`config.mk`:
```
export PLATFORM = sky130hd
export DESIGN_NAME = uart_tx_param
export DESIGN_NICKNAME = d
export VERILOG_FILES = /design/src/rtl/uart_tx_param.sv
export SDC_FILE = /design/constraint.sdc
export NUM_CORES = 1
export LEC_CHECK = 0
export BUFFER_PORTS_ARGS = -buffer_cell sky130_fd_sc_hd__buf_4
export CORE_UTILIZATION = 35
export CTS_CLUSTER_SIZE = 16
export DETAILED_ROUTE_END_ITERATION = 8
export PLACE_DENSITY = 0.56
export SETUP_SLACK_MARGIN = 0.4
export SLEW_MARGIN = 20
export SYNTH_ARGS = -nofsm -noshare
export SYNTH_HDL_FRONTEND = slang
export SYNTH_SLANG_ARGS = --single-unit
```
`constraint.sdc`:
```
create_clock -name clk -period 3.3 [get_ports clk]
set_input_delay 0 -clock clk [delete_from_list [all_inputs] [get_ports clk]]
set_output_delay 0 -clock clk [all_outputs]
set_load 0.005 [all_outputs]
```
`src/rtl/uart_tx_param.sv`:
```
// uart_tx_param: UART transmitter fed from a small transmit FIFO.
// LSB-first frames, optional parity, 1/2 stop bits, back-to-back output.
module uart_tx_param #(
  parameter int MAIN_CLK   = 100000000,
  parameter int BAUD       = 115200,
  parameter int DATA_BITS  = 8,
  parameter int PARITY     = 0,
  parameter int STOP_BITS  = 1,
  parameter int FIFO_DEPTH = 4
) (
  input  logic                            clk,
  input  logic                            rst_n,
  input  logic                            en,
  input  logic [DATA_BITS-1:0]            data_in,
  output logic                            ack,
  output logic                            full,
  output logic [$clog2(FIFO_DEPTH+1)-1:0] level,
  output logic                            busy,
  output logic                            tx
);

  localparam int BAUD_DIVIDE = MAIN_CLK / BAUD;
  localparam int CW = $clog2(BAUD_DIVIDE);
  localparam int AW = $clog2(FIFO_DEPTH);
  localparam int LW = $clog2(FIFO_DEPTH + 1);
  localparam int BW = $clog2(DATA_BITS);

  localparam logic [CW-1:0] BAUD_LAST = CW'(BAUD_DIVIDE - 1);
  localparam logic [BW-1:0] DATA_LAST = BW'(DATA_BITS - 1);
  localparam logic [BW-1:0] STOP_LAST = BW'(STOP_BITS - 1);
  localparam logic [LW-1:0] DEPTH_L   = LW'(FIFO_DEPTH);
  localparam logic          PAR_ODD   = (PARITY == 1) ? 1'b1 : 1'b0;
  localparam logic          HAS_PAR   = (PARITY != 0) ? 1'b1 : 1'b0;

  typedef enum logic [2:0] {
    S_IDLE,
    S_START,
    S_DATA,
    S_PARITY,
    S_STOP
  } state_t;

  state_t                state_q, state_d;
  logic [CW-1:0]         baud_q, baud_d;
  logic [BW-1:0]         bit_q, bit_d;
  logic [DATA_BITS-1:0]  shift_q, shift_d;
  logic                  par_q, par_d;
  logic [LW-1:0]         wr_ptr_q, wr_ptr_d;
  logic [LW-1:0]         rd_ptr_q, rd_ptr_d;
  logic                  ack_q, ack_d;
  logic                  busy_q, busy_d;
  logic                  tx_q, tx_d;

  logic [DATA_BITS-1:0]  mem_q [FIFO_DEPTH];
  logic [DATA_BITS-1:0]  head;
  logic [LW-1:0]         lvl;
  logic                  is_full;
  logic                  has_word;
  logic                  push;
  logic                  pop;
  logic                  tick;

  assign lvl      = wr_ptr_q - rd_ptr_q;
  assign is_full  = (lvl == DEPTH_L);
  assign has_word = (lvl != '0);
  assign head     = mem_q[rd_ptr_q[AW-1:0]];
  assign push     = en & ~is_full;
  assign tick     = (baud_q == BAUD_LAST);

  // next-state: bit timing, frame sequencing and FIFO pointer moves
  always_comb begin
    state_d  = state_q;
    baud_d   = baud_q;
    bit_d    = bit_q;
    shift_d  = shift_q;
    par_d    = par_q;
    pop      = 1'b0;
    if (state_q != S_IDLE) begin
      baud_d = tick ? '0 : baud_q + CW'(1);
    end
    unique case (state_q)
      S_IDLE: begin
        if (has_word) pop = 1'b1;
      end
      S_START: begin
        if (tick) begin
          bit_d   = '0;
          state_d = S_DATA;
        end
      end
      S_DATA: begin
        if (tick) begin
          shift_d = shift_q >> 1;
          if (bit_q == DATA_LAST) begin
            bit_d   = '0;
            state_d = HAS_PAR ? S_PARITY : S_STOP;
          end else begin
            bit_d = bit_q + BW'(1);
          end
        end
      end
      S_PARITY: begin
        if (tick) begin
          bit_d   = '0;
          state_d = S_STOP;
        end
      end
      S_STOP: begin
        if (tick) begin
          if (bit_q == STOP_LAST) begin
            bit_d   = '0;
            state_d = S_IDLE;
            if (has_word) pop = 1'b1;
          end else begin
            bit_d = bit_q + BW'(1);
          end
        end
      end
      default: state_d = S_IDLE;
    endcase
    // a pop always starts a fresh frame straight into START
    if (pop) begin
      shift_d = head;
      par_d   = (^head) ^ PAR_ODD;
      baud_d  = '0;
      bit_d   = '0;
      state_d = S_START;
    end
    wr_ptr_d = wr_ptr_q + LW'(push);
    rd_ptr_d = rd_ptr_q + LW'(pop);
    ack_d    = push;
    busy_d   = (state_d != S_IDLE);
  end

  // line level follows the current state, one clock behind it
  always_comb begin
    tx_d = 1'b1;
    unique case (state_q)
      S_IDLE:   tx_d = 1'b1;
      S_START:  tx_d = 1'b0;
      S_DATA:   tx_d = shift_q[0];
      S_PARITY: tx_d = par_q;
      S_STOP:   tx_d = 1'b1;
      default:  tx_d = 1'b1;
    endcase
  end

  // FIFO storage; contents need no reset since pointers gate reads
  always_ff @(posedge clk) begin
    if (push) mem_q[wr_ptr_q[AW-1:0]] <= data_in;
  end

  // state, counters, pointers and registered outputs
  always_ff @(posedge clk or negedge rst_n) begin
    if (!rst_n) begin
      state_q  <= S_IDLE;
      baud_q   <= '0;
      bit_q    <= '0;
      shift_q  <= '0;
      par_q    <= 1'b0;
      wr_ptr_q <= '0;
      rd_ptr_q <= '0;
      ack_q    <= 1'b0;
      busy_q   <= 1'b0;
      tx_q     <= 1'b1;
    end else begin
      state_q  <= state_d;
      baud_q   <= baud_d;
      bit_q    <= bit_d;
      shift_q  <= shift_d;
      par_q    <= par_d;
      wr_ptr_q <= wr_ptr_d;
      rd_ptr_q <= rd_ptr_d;
      ack_q    <= ack_d;
      busy_q   <= busy_d;
      tx_q     <= tx_d;
    end
  end

  assign ack   = ack_q;
  assign full  = is_full;
  assign level = lvl;
  assign busy  = busy_q;
  assign tx    = tx_q;

endmodule

```
# Word-level counts from Yosys, hierarchy flattened
# Memory sizes are Yosys's and may differ from the RTL's.
# Index checks and enable logic that the tools add are counted.
[op_classes]
addsub = 5
n_eq_ne = 10
n_mux = 28
bitwise_logic = 2
n_reduce_logical = 13
[ops]
columns = ["operator", "count"]
rows = [
  ["2-to-1 mux 3 bit", 13],
  ["2-to-1 mux 10 bit", 3],
  ["2-to-1 mux 8 bit", 3],
  ["case mux 3 bit (5 select lines)", 1],
  ["adder 10 x 1 -> 10 bit, second input constant", 1],
  ["== test 10 bit, second input constant", 1],
  ["== test 3 bit, second input constant", 3],
  ["case mux 3 bit (3 select lines)", 1],
  ["nonzero test 3 bit", 3],
  ["XOR reduction 8 bit", 1],
  ["adder 3 x 1 -> 3 bit", 2],
  ["== test 3 x 2 -> 1 bit, second input constant", 2],
  ["logical NOT 3 bit", 2],
  ["!= test 3 bit, second input constant", 2],
  ["nonzero test 2 bit", 3],
  ["2-to-1 mux 1 bit", 5],
  ["AND reduction 4 bit", 1],
  ["nonzero test 4 bit", 1],
  ["adder 3 x 1 -> 3 bit, second input constant", 1],
  ["== test 3 x 1 -> 1 bit, second input constant", 1],
  ["!= test 3 x 1 -> 1 bit, second input constant", 1],
  ["case mux 1 bit (3 select lines)", 1],
  ["subtractor 3 bit", 1],
  ["case mux 1 bit (2 select lines)", 1],
  ["other kinds (4)", 4],
]
[word_totals]
reg_bits = 34
mem_bits_rw = 32
in_bits = 11
output_inout_bits = 7
word_cells = 69
mem_count = 1
[mem_list]
columns = ["name", "words", "word_bits", "read_ports", "rd_clocked_by_memory_dff", "write_ports", "line", "text"]
rows = [
  ["mem_q", 4, 8, 1, 0, 1, "54", "logic [DATA_BITS-1:0] mem_q [FIFO_DEPTH];"],
]

# Logic depth before layout (Yosys ltp)
# Gate-level depths: netlist of run 1.
[logic_depth]
word_depth = 8
mapped_depth = 10
ltp_nobuf = 9

# Worst setup path after synthesis of run 1
# No wires, ideal clock.
[synth_timing]
path_type = "reg2reg"
startpoint = "register wr_ptr_q[0]"
endpoint = "memory mem_q[3][0], enable pin"
setup_ns = 0.370
arrival_time_ns = 2.130
required_ns = 2.930
path_slack_ns = 0.800
stages_incl_launch_ff = 9
n_path_buf = 0
synth_period_minus_slack_ns = 2.500
path_cell_list = "dfrtp_1 -> inv_1 -> ha_1 -> fa_1 -> xor3_2 -> nor2b_1 -> nor2b_1 -> nand2_1 -> nor2_1"
[synth_via]
elab_chain_cells = 6
[synth_lines]
columns = ["element", "line", "text"]
rows = [
  ["start: declaration", "48", "logic [LW-1:0] wr_ptr_q, wr_ptr_d;"],
  ["start signal: assignment", "172", "wr_ptr_q <= wr_ptr_d;"],
  ["subtractor 3 bit", "63", "assign lvl = wr_ptr_q - rd_ptr_q;"],
  ["named net level[2]", "17", "output logic [$clog2(FIFO_DEPTH+1)-1:0] level,"],
  ["== test 3 bit", "64", "assign is_full = (lvl == DEPTH_L);"],
  ["named net full", "16", "output logic full,"],
  ["inverter 1 bit", "67", "assign push = en & ~is_full;"],
  ["AND 1 bit", "67", ""],
  ["named net ack_d", "50", "logic ack_q, ack_d;"],
  ["2-to-1 mux 1 bit", "150", "if (push) mem_q[wr_ptr_q[AW-1:0]] <= data_in;"],
  ["2-to-1 mux 1 bit (not written as such)", "150", ""],
  ["end: declaration", "54", ""],
]
# The timed path passes the listed nets, and every way through them passes these cells.

# Final worst setup path of run 1
[layout_timing]
startpoint = "register wr_ptr_q[0]"
endpoint = "memory mem_q[3][6], enable pin"
[layout_via]
elab_chain_cells = 6
[layout_lines]
columns = ["element", "line"]
rows = [
  ["subtractor 3 bit", "63"],
  ["== test 3 bit", "64"],
  ["inverter 1 bit", "67"],
  ["AND 1 bit", "67"],
  ["named net ack_d", "50"],
  ["2-to-1 mux 1 bit", "150"],
  ["2-to-1 mux 1 bit (not written as such)", "150"],
]
# The timed path passes the listed nets, and every way through them passes these cells.

==> results of run 1 <==
-- layout by cell type (no fill, tap or decap), drive strengths merged, types with 6 or more instances in the layout --
master | synthesis | routed
a21oi | 6 | 6
buf | 4 | 19
clkbuf | 4 | 9
dfrtp | 33 | 33
dlygate4sd3 | 0 | 10
edfxtp | 32 | 32
ha | 9 | 9
inv | 6 | 10
mux2i | 7 | 7
mux4 | 8 | 8
nand2 | 20 | 20
nor2 | 19 | 19
o21ai | 13 | 13
xnor2 | 11 | 11
xor2 | 7 | 7
-- cells by family (layout without fill, tap and decap cells) --
| family | after synthesis | after routing | synth area share (%) |
|---|---|---|---|
| fa+ha+maj | 10 | 10 | 4.411 |
| compound gates | 27 | 27 | 6.201 |
| mux | 16 | 16 | 8.697 |
| buf+inv | 14 | 51 | 2.205 |
| flops | 66 | 66 | 60.30 |
| simple gates | 68 | 68 | 12.11 |
| xor+xnor | 19 | 19 | 6.076 |
-- stage by stage --
stage | cells | power, mW | utilization [%] | hold slack, ns | instance area (sq um)
detailed placement | 336 | 2.518 | 39.20 | -0.02077 | 3237
finish | 362 | 3.185 | 42.97 | 0.1607 | 3548
global route | 362 | 3.431 | 42.97 | 0.1858 | 3548
global placement | 336 | 2.502 | 39.20 | -0.02102 | 3237
CTS | 362 | 3.237 | 42.91 | 0.1419 | 3543
floorplan | 220 | 2.151 | - | -0.2956 | 3007
-- timing repair --
| action | 4_1_cts | 5_1_grt |
|---|---|---|
| endpoints found under the hold margin | 67 | 0 |
| hold buffers | 10 | 0 |
| setup buffers | 0 | 0 |
| setup endpoints to repair | 0 | 16 |
| gates resized for setup | 0 | 2 |
-- final cells by class --
| type | instances | share of cell area, % |
|---|---|---|
| Timing Repair Buffer | 29 | 6.841 |
| Clock inverter | 7 | 2.327 |
| Tap cell | 105 | 3.702 |
| Sequential cell | 66 | 51.09 |
| Clock buffer | 9 | 3.491 |
| Multi-Input combinational cell | 140 | 31.91 |
| Inverter | 6 | 0.6347 |
-- report_power, final --
group | total (mW) | switching (mW) | leakage [nW] | internal (mW)
Sequential | 1.28 | 0.153 | 0.717 | 1.12
Combinational | 1.21 | 0.611 | 0.612 | 0.596
Clock | 0.703 | 0.341 | 0.0988 | 0.362
-- registers in the layout (all words and copies together) (netlist names) --
register	count
rd_ptr_q	3
state_q	3
baud_q	10
busy	1
ack	1
tx	1
bit_q	3
wr_ptr_q	3
par_q	1
shift_q	8
mem_q	32
-- worst paths after layout --
kind	startpoint	end	slack, ns
setup / recovery	wr_ptr_q[0]	mem_q[3][6]	0.62
hold / removal	rst_n	baud_q[8]	0.16
setup reg to reg	wr_ptr_q[0]	mem_q[3][6]	0.62
hold reg to reg	wr_ptr_q[2]	wr_ptr_q[2]	0.49
max in group asynchronous	rst_n	tx	2.80
min in group clk	data_in[1]	mem_q[2][1]	0.40
-- per-layer routing --
layer / part of all wire [%] / vias up / global-route usage [%]
met4: 1.8 / 0 / 7.576
met3: 3.0 / 7 / 2.738
met2: 43 / 22 / 17.21
met5: 0 / - / 0
met1: 52 / 813 / 19.34
li1: - / 859 / -
==> flow_metrics.tcl, run 1 <==
set metrics [dict create \
    grt.total_usage_pct 12.99 \
    die-height_um 94.69 \
    place_hpwl_um 3407 \
    start_util_pct 36.41 \
    maxSlewViolCount 0 \
    crit_type "reg2reg" \
    cp-end-kind "flop" \
    antennaDiodeCount 0 \
    finalHoldViolations 0 \
    first_pass_iters 4 \
    slew-limit-headroom_pct 60.70 \
    grt_pass1_wl_um 8528 \
    static-leakage-power_nw 1.428 \
    die_x_um 94.69 \
    cp_data_required_time_ns 3.30 \
    drv_cap 0 \
    syn_nets 241 \
    yosysTopAreaCell "edfxtp_1" \
    cpPeakStageDelay_ns 0.41 \
    core_sq_um 8258 \
    fin_ws_ns 0.6233 \
    multiInputGateArea_sq_um 1132 \
    startpoint_type "flop" \
    yosysWarnings 0 \
    gp_congestion 0.7156 \
    seq_area_frac_synth_pct 60.30 \
    io_pins 18 \
    seqCellArea_sq_um 1813 \
    antenna_found_initial 0 \
    clk_latency_ns 0.34 \
    cts.clk_slew.worst_paths_ns 0.08 \
    cts_sinks 66 \
    drive_above_1_share_pct 22.57 \
    synth-seq-cells 66 \
    numPortBuffers 17 \
    setup_viol 0 \
    finClkSkew_ns 0.008692 \
    ir_drop_v 0.0006030 \
    setup_tns_ns 0 \
    tightest_slew_ns 0.5856 \
    cp_slowest_cell "dfrtp_1" \
    totalWireLength_um 4932 \
    cts_buffer_depth 2 \
    grt_setup_unrepaired "false" \
    overflow 0 \
    synthToLayoutAreaGrowth_pct 18.02 \
    drtAntennaViolNets 0 \
    fp.dieArea_sq_um 8965 \
    wl_per_cell_um 13.62 \
    rr_worst_depth 8 \
    synth-async-reset-ratio_pct 51.52 \
    vias_per_cell 4.699 \
    synth_area_sq_um 3007 \
    cp_common_cell "nor2b_1" \
    arrival_ns 2.68 \
    crit_buf_inv 1 \
    cts_tree "built" \
    synth_ff_type "dfrtp_1" \
    h-tree-depth 3 \
    cp.depth 8 \
    fin_nets 273 \
    post-place-ws_ns 0.5025 \
    cpLargestDelayFamily "simple AND/OR/NAND/NOR gates" \
    fmax_mhz 373.6 \
    fillers 771 \
    synthCells 220 \
    yosys-top-cells-count "dfrtp_1 (33), edfxtp_1 (32), nand2_1 (20)" \
    grt_pass1_vias 1656 \
    vias 1701 \
    cts_made_buffers 9 \
    rows 33 \
    crit_fanout 8 \
    outcome "finished, final reports clean" \
    power.density_nw_per_um2 897.7 \
    syn_area_per_cell_sq_um 13.67 \
    finalCritPeriodShare_pct 81.11 \
    fin_crit_ns 2.677 \
    ys_types 43 \
    drt_iter0_drc 87 \
    synth.most_common_cell "dfrtp_1" \
    drc_errors 0 \
    min_path_type "in2async" \
    path_cells "inv_1, ha_1, fa_1, xor3_2, nor2b_1, nor2b_1, nand2_1, nor2_2" \
    grt_max_degree 35 \
    synthTopCellsByArea "edfxtp_1 (32%), dfrtp_1 (27%), mux4_2 (6.0%), ha_1 (3.7%), xnor2_1 (3.2%)" \
    synth_top_cell_area_share_pct 31.96 \
    synth-edff-count 32 \
    cts-root-buf "clkbuf_8" \
]
Note: power is estimated with default switching activity, not from simulation.
==> run 2: changes to the inputs <==
ABC_AREA = 1   (was unset)
PLACE_DENSITY = 0.57   (was 0.56)
clock period = 2.2 ns   (was 3.3 ns; I/O delays follow)
==> run 2 against run 1 <==
Effect of this change: critical path depth up 4; hold slack worse by 0.12 ns; critical path type unchanged; non-clock buffer count rose by 31; global-route usage grew 2.9 points; clock power grew 82%; critical endpoint is now rd_ptr_q[2]; sequential share of layout area shrank 12 points; clock skew grew 0.0010 ns; synthesized cell count rose by 82%; fmax rose by 24%.
==> flow_metrics.tcl, run 2 <==
set metrics [dict create \
    synthTopCellsByArea "edfxtp_1 (28%), dfrtp_1 (24%), nand2_1 (16%), inv_1 (5.4%), nand3_1 (5.0%)" \
    drv_cap 0 \
    static-leakage-power_nw 2.139 \
    wl_per_cell_um 12.49 \
    min_to "wr_ptr_q[0]" \
    final_cell_mix "nand2_1 (141), inv_1 (40), buf_4 (34)" \
    overflow 0 \
    setup_tns_ns 0 \
    grt_pass1_wl_um 12310 \
    cts_made_buffers 9 \
    vias 2790 \
    die_x_um 101.0 \
    slew-limit-headroom_pct 64.84 \
    start_util_pct 36.60 \
    yosysTopAreaCell "edfxtp_1" \
    fin_nets 487 \
    r2r_setup_slack_ns 0.04 \
    cp.depth 12 \
    numPortBuffers 17 \
    path_cells "ha_4, fa_2, nand2_4, inv_2, nand3_4, nand2_2, inv_2, nand2_4, inv_8, ha_4, ha_4, xor2_2" \
    synthCells 401 \
    r2r_end "rd_ptr_q[2]" \
    crit_fanout 3 \
    hold_depth 4 \
    syn_nets 422 \
    maxSlewViolCount 0 \
    synth.most_common_cell "nand2_1" \
    tightest_slew_ns 0.5225 \
    synth_area_sq_um 3430 \
    outcome "finished, final reports clean" \
    synth-seq-cells 66 \
    rr_worst_depth 12 \
    totalWireLength_um 7494 \
    cts_sinks 66 \
    core_sq_um 9371 \
    synth_top_cell_area_share_pct 28.02 \
    cp_common_cell "ha_4" \
    synth-async-reset-ratio_pct 51.52 \
    gp_congestion 0.7660 \
    cp_data_required_time_ns 2.43 \
    grt_max_degree 35 \
    power_mw 6.496 \
    cp_slowest_cell "fa_2" \
    synth_ff_type "dfrtp_1" \
    drc_errors 0 \
    vias_per_cell 4.650 \
    reg2reg_from "rd_ptr_q[0]" \
    cpLargestDelayFamily "adder cells" \
    synthToLayoutAreaGrowth_pct 35.61 \
    cpPeakStageDelay_ns 0.57 \
    rows 35 \
    cts_tree "built" \
    syn_area_per_cell_sq_um 8.552 \
    fin_crit_ns 2.163 \
    startpoint_type "flop" \
    ys_types 33 \
    crit_type "reg2reg" \
    layout_commonest_cell "nand2_1" \
    grt_setup_unrepaired "true" \
    grt_pass1_vias 2721 \
    crit_buf_inv 3 \
    arrival_ns 2.39 \
    power.density_nw_per_um2 1397 \
    min_path_type "in2reg" \
    design_area_sq_um 4651 \
    die-height_um 101.0 \
    dpl_cell_area_sq_um 3946 \
    clk_latency_ns 0.34 \
    finalCritPeriodShare_pct 98.32 \
    io_pins 18 \
    whs_ns 0.04299 \
    seq_area_frac_synth_pct 52.86 \
    yosysWarnings 0 \
    drt_iter0_drc 98 \
    first_pass_iters 4 \
    ir_drop_v 0.0006689 \
    grt.total_usage_pct 15.91 \
    cts-root-buf "clkbuf_8" \
    setup_viol 0 \
    yosys-top-cells-count "nand2_1 (149), inv_1 (49), nand3_1 (34)" \
    drive_above_1_share_pct 29.09 \
    finClkSkew_ns 0.009693 \
    finalHoldViolations 0 \
    worstHoldStart "en" \
    cts_buffer_depth 2 \
    largest_reg_flops 32 \
    cts.clk_slew.worst_paths_ns 0.08 \
    place_hpwl_um 4914 \
    drtAntennaViolNets 0 \
    synth-edff-count 32 \
    fillers 867 \
    fmax_mhz 462.3 \
    antenna_found_initial 0 \
    cp-end-kind "flop" \
    antennaDiodeCount 0 \
    h-tree-depth 3 \
    fp.dieArea_sq_um 10200 \
]
-- run 2: cell types whose count changed after synthesis, sizes merged, moves of 4 or more --
cell	before	now
nand2	20	154
inv	6	54
nand3	4	37
xnor2	11	0
mux4	8	0
nor3	3	11
mux2i	7	0
and3	5	0
nor2	19	23
xor2	7	3
-- run 2: final cells by class --
class / count / area (sq um) / area share (%)
repair buffers: 60 / 563.0 / 12.11
repair inverters: 1 / 7.507 / 0.1614
multi-input cells: 272 / 1628 / 35.00
clock buffers: 9 / 123.9 / 2.663
well taps: 129 / 161.4 / 3.471
inverters: 56 / 227.7 / 4.896
flip-flops and latches: 66 / 1814 / 39.01
clock inverters: 7 / 125.1 / 2.690
-- run 2: worst min-delay path, cell delays in order --
cell     delay, ns
buf_4         0.09
o21ai_4       0.06
inv_2         0.08
ha_4          0.12
-- run 2: worst max-delay path by stage --
stage	start	to	slack, ns
global route	rd_ptr_q[0]	rd_ptr_q[2]	-0.04
floorplan	wr_ptr_q[0]	rd_ptr_q[2]	-0.06
detailed placement	rd_ptr_q[0]	rd_ptr_q[2]	-0.03
finish	rd_ptr_q[0]	rd_ptr_q[2]	0.04
CTS	rd_ptr_q[0]	rd_ptr_q[2]	0.05
global placement	rd_ptr_q[0]	rd_ptr_q[2]	0.007
-- run 2: logic make-up after synthesis --
logic type / share of synthesized area (%)
compound gates: 4.342
xor+xnor: 0.7663
fa+ha+maj: 3.867
buf+inv: 8.026
flops: 52.86
simple gates: 30.14
-- run 2: stage by stage --
stage	setup WS (ns)	instances	utilization (%)
CTS	0.04689	598	48.33
detailed placement	-0.02957	558	42.11
finish	0.03695	600	49.63
global route	-0.03964	600	49.63
global placement	0.006645	558	42.11
floorplan	-0.06054	401	-
-- run 2: timing repair --
item	CTS	global route
hold buffers	9	0
resized for setup	34	28
endpoints found under the hold margin	66	0
pin swaps	15	8
setup endpoints to repair	63	65
setup buffers	12	2
cloned	3	0
-- run 2: power breakdown --
| group | internal [mW] | leakage (nW) | switching, mW |
|---|---|---|---|
| Combinational | 1.45 | 1.30 | 1.93 |
| Sequential | 1.67 | 0.717 | 0.162 |
| Clock | 0.765 | 0.124 | 0.516 |
-- run 2: layer usage --
layer | part of all wire, % | track usage, % | up-vias | wire (um)
met1 | 45 | 19.05 | 1310 | 3361
met3 | 2.3 | 3.190 | 13 | 171
li1 | - | - | 1430 | -
met5 | 0 | 0 | - | 0
met2 | 51 | 27.56 | 37 | 3803
met4 | 2.1 | 7.246 | 0 | 158
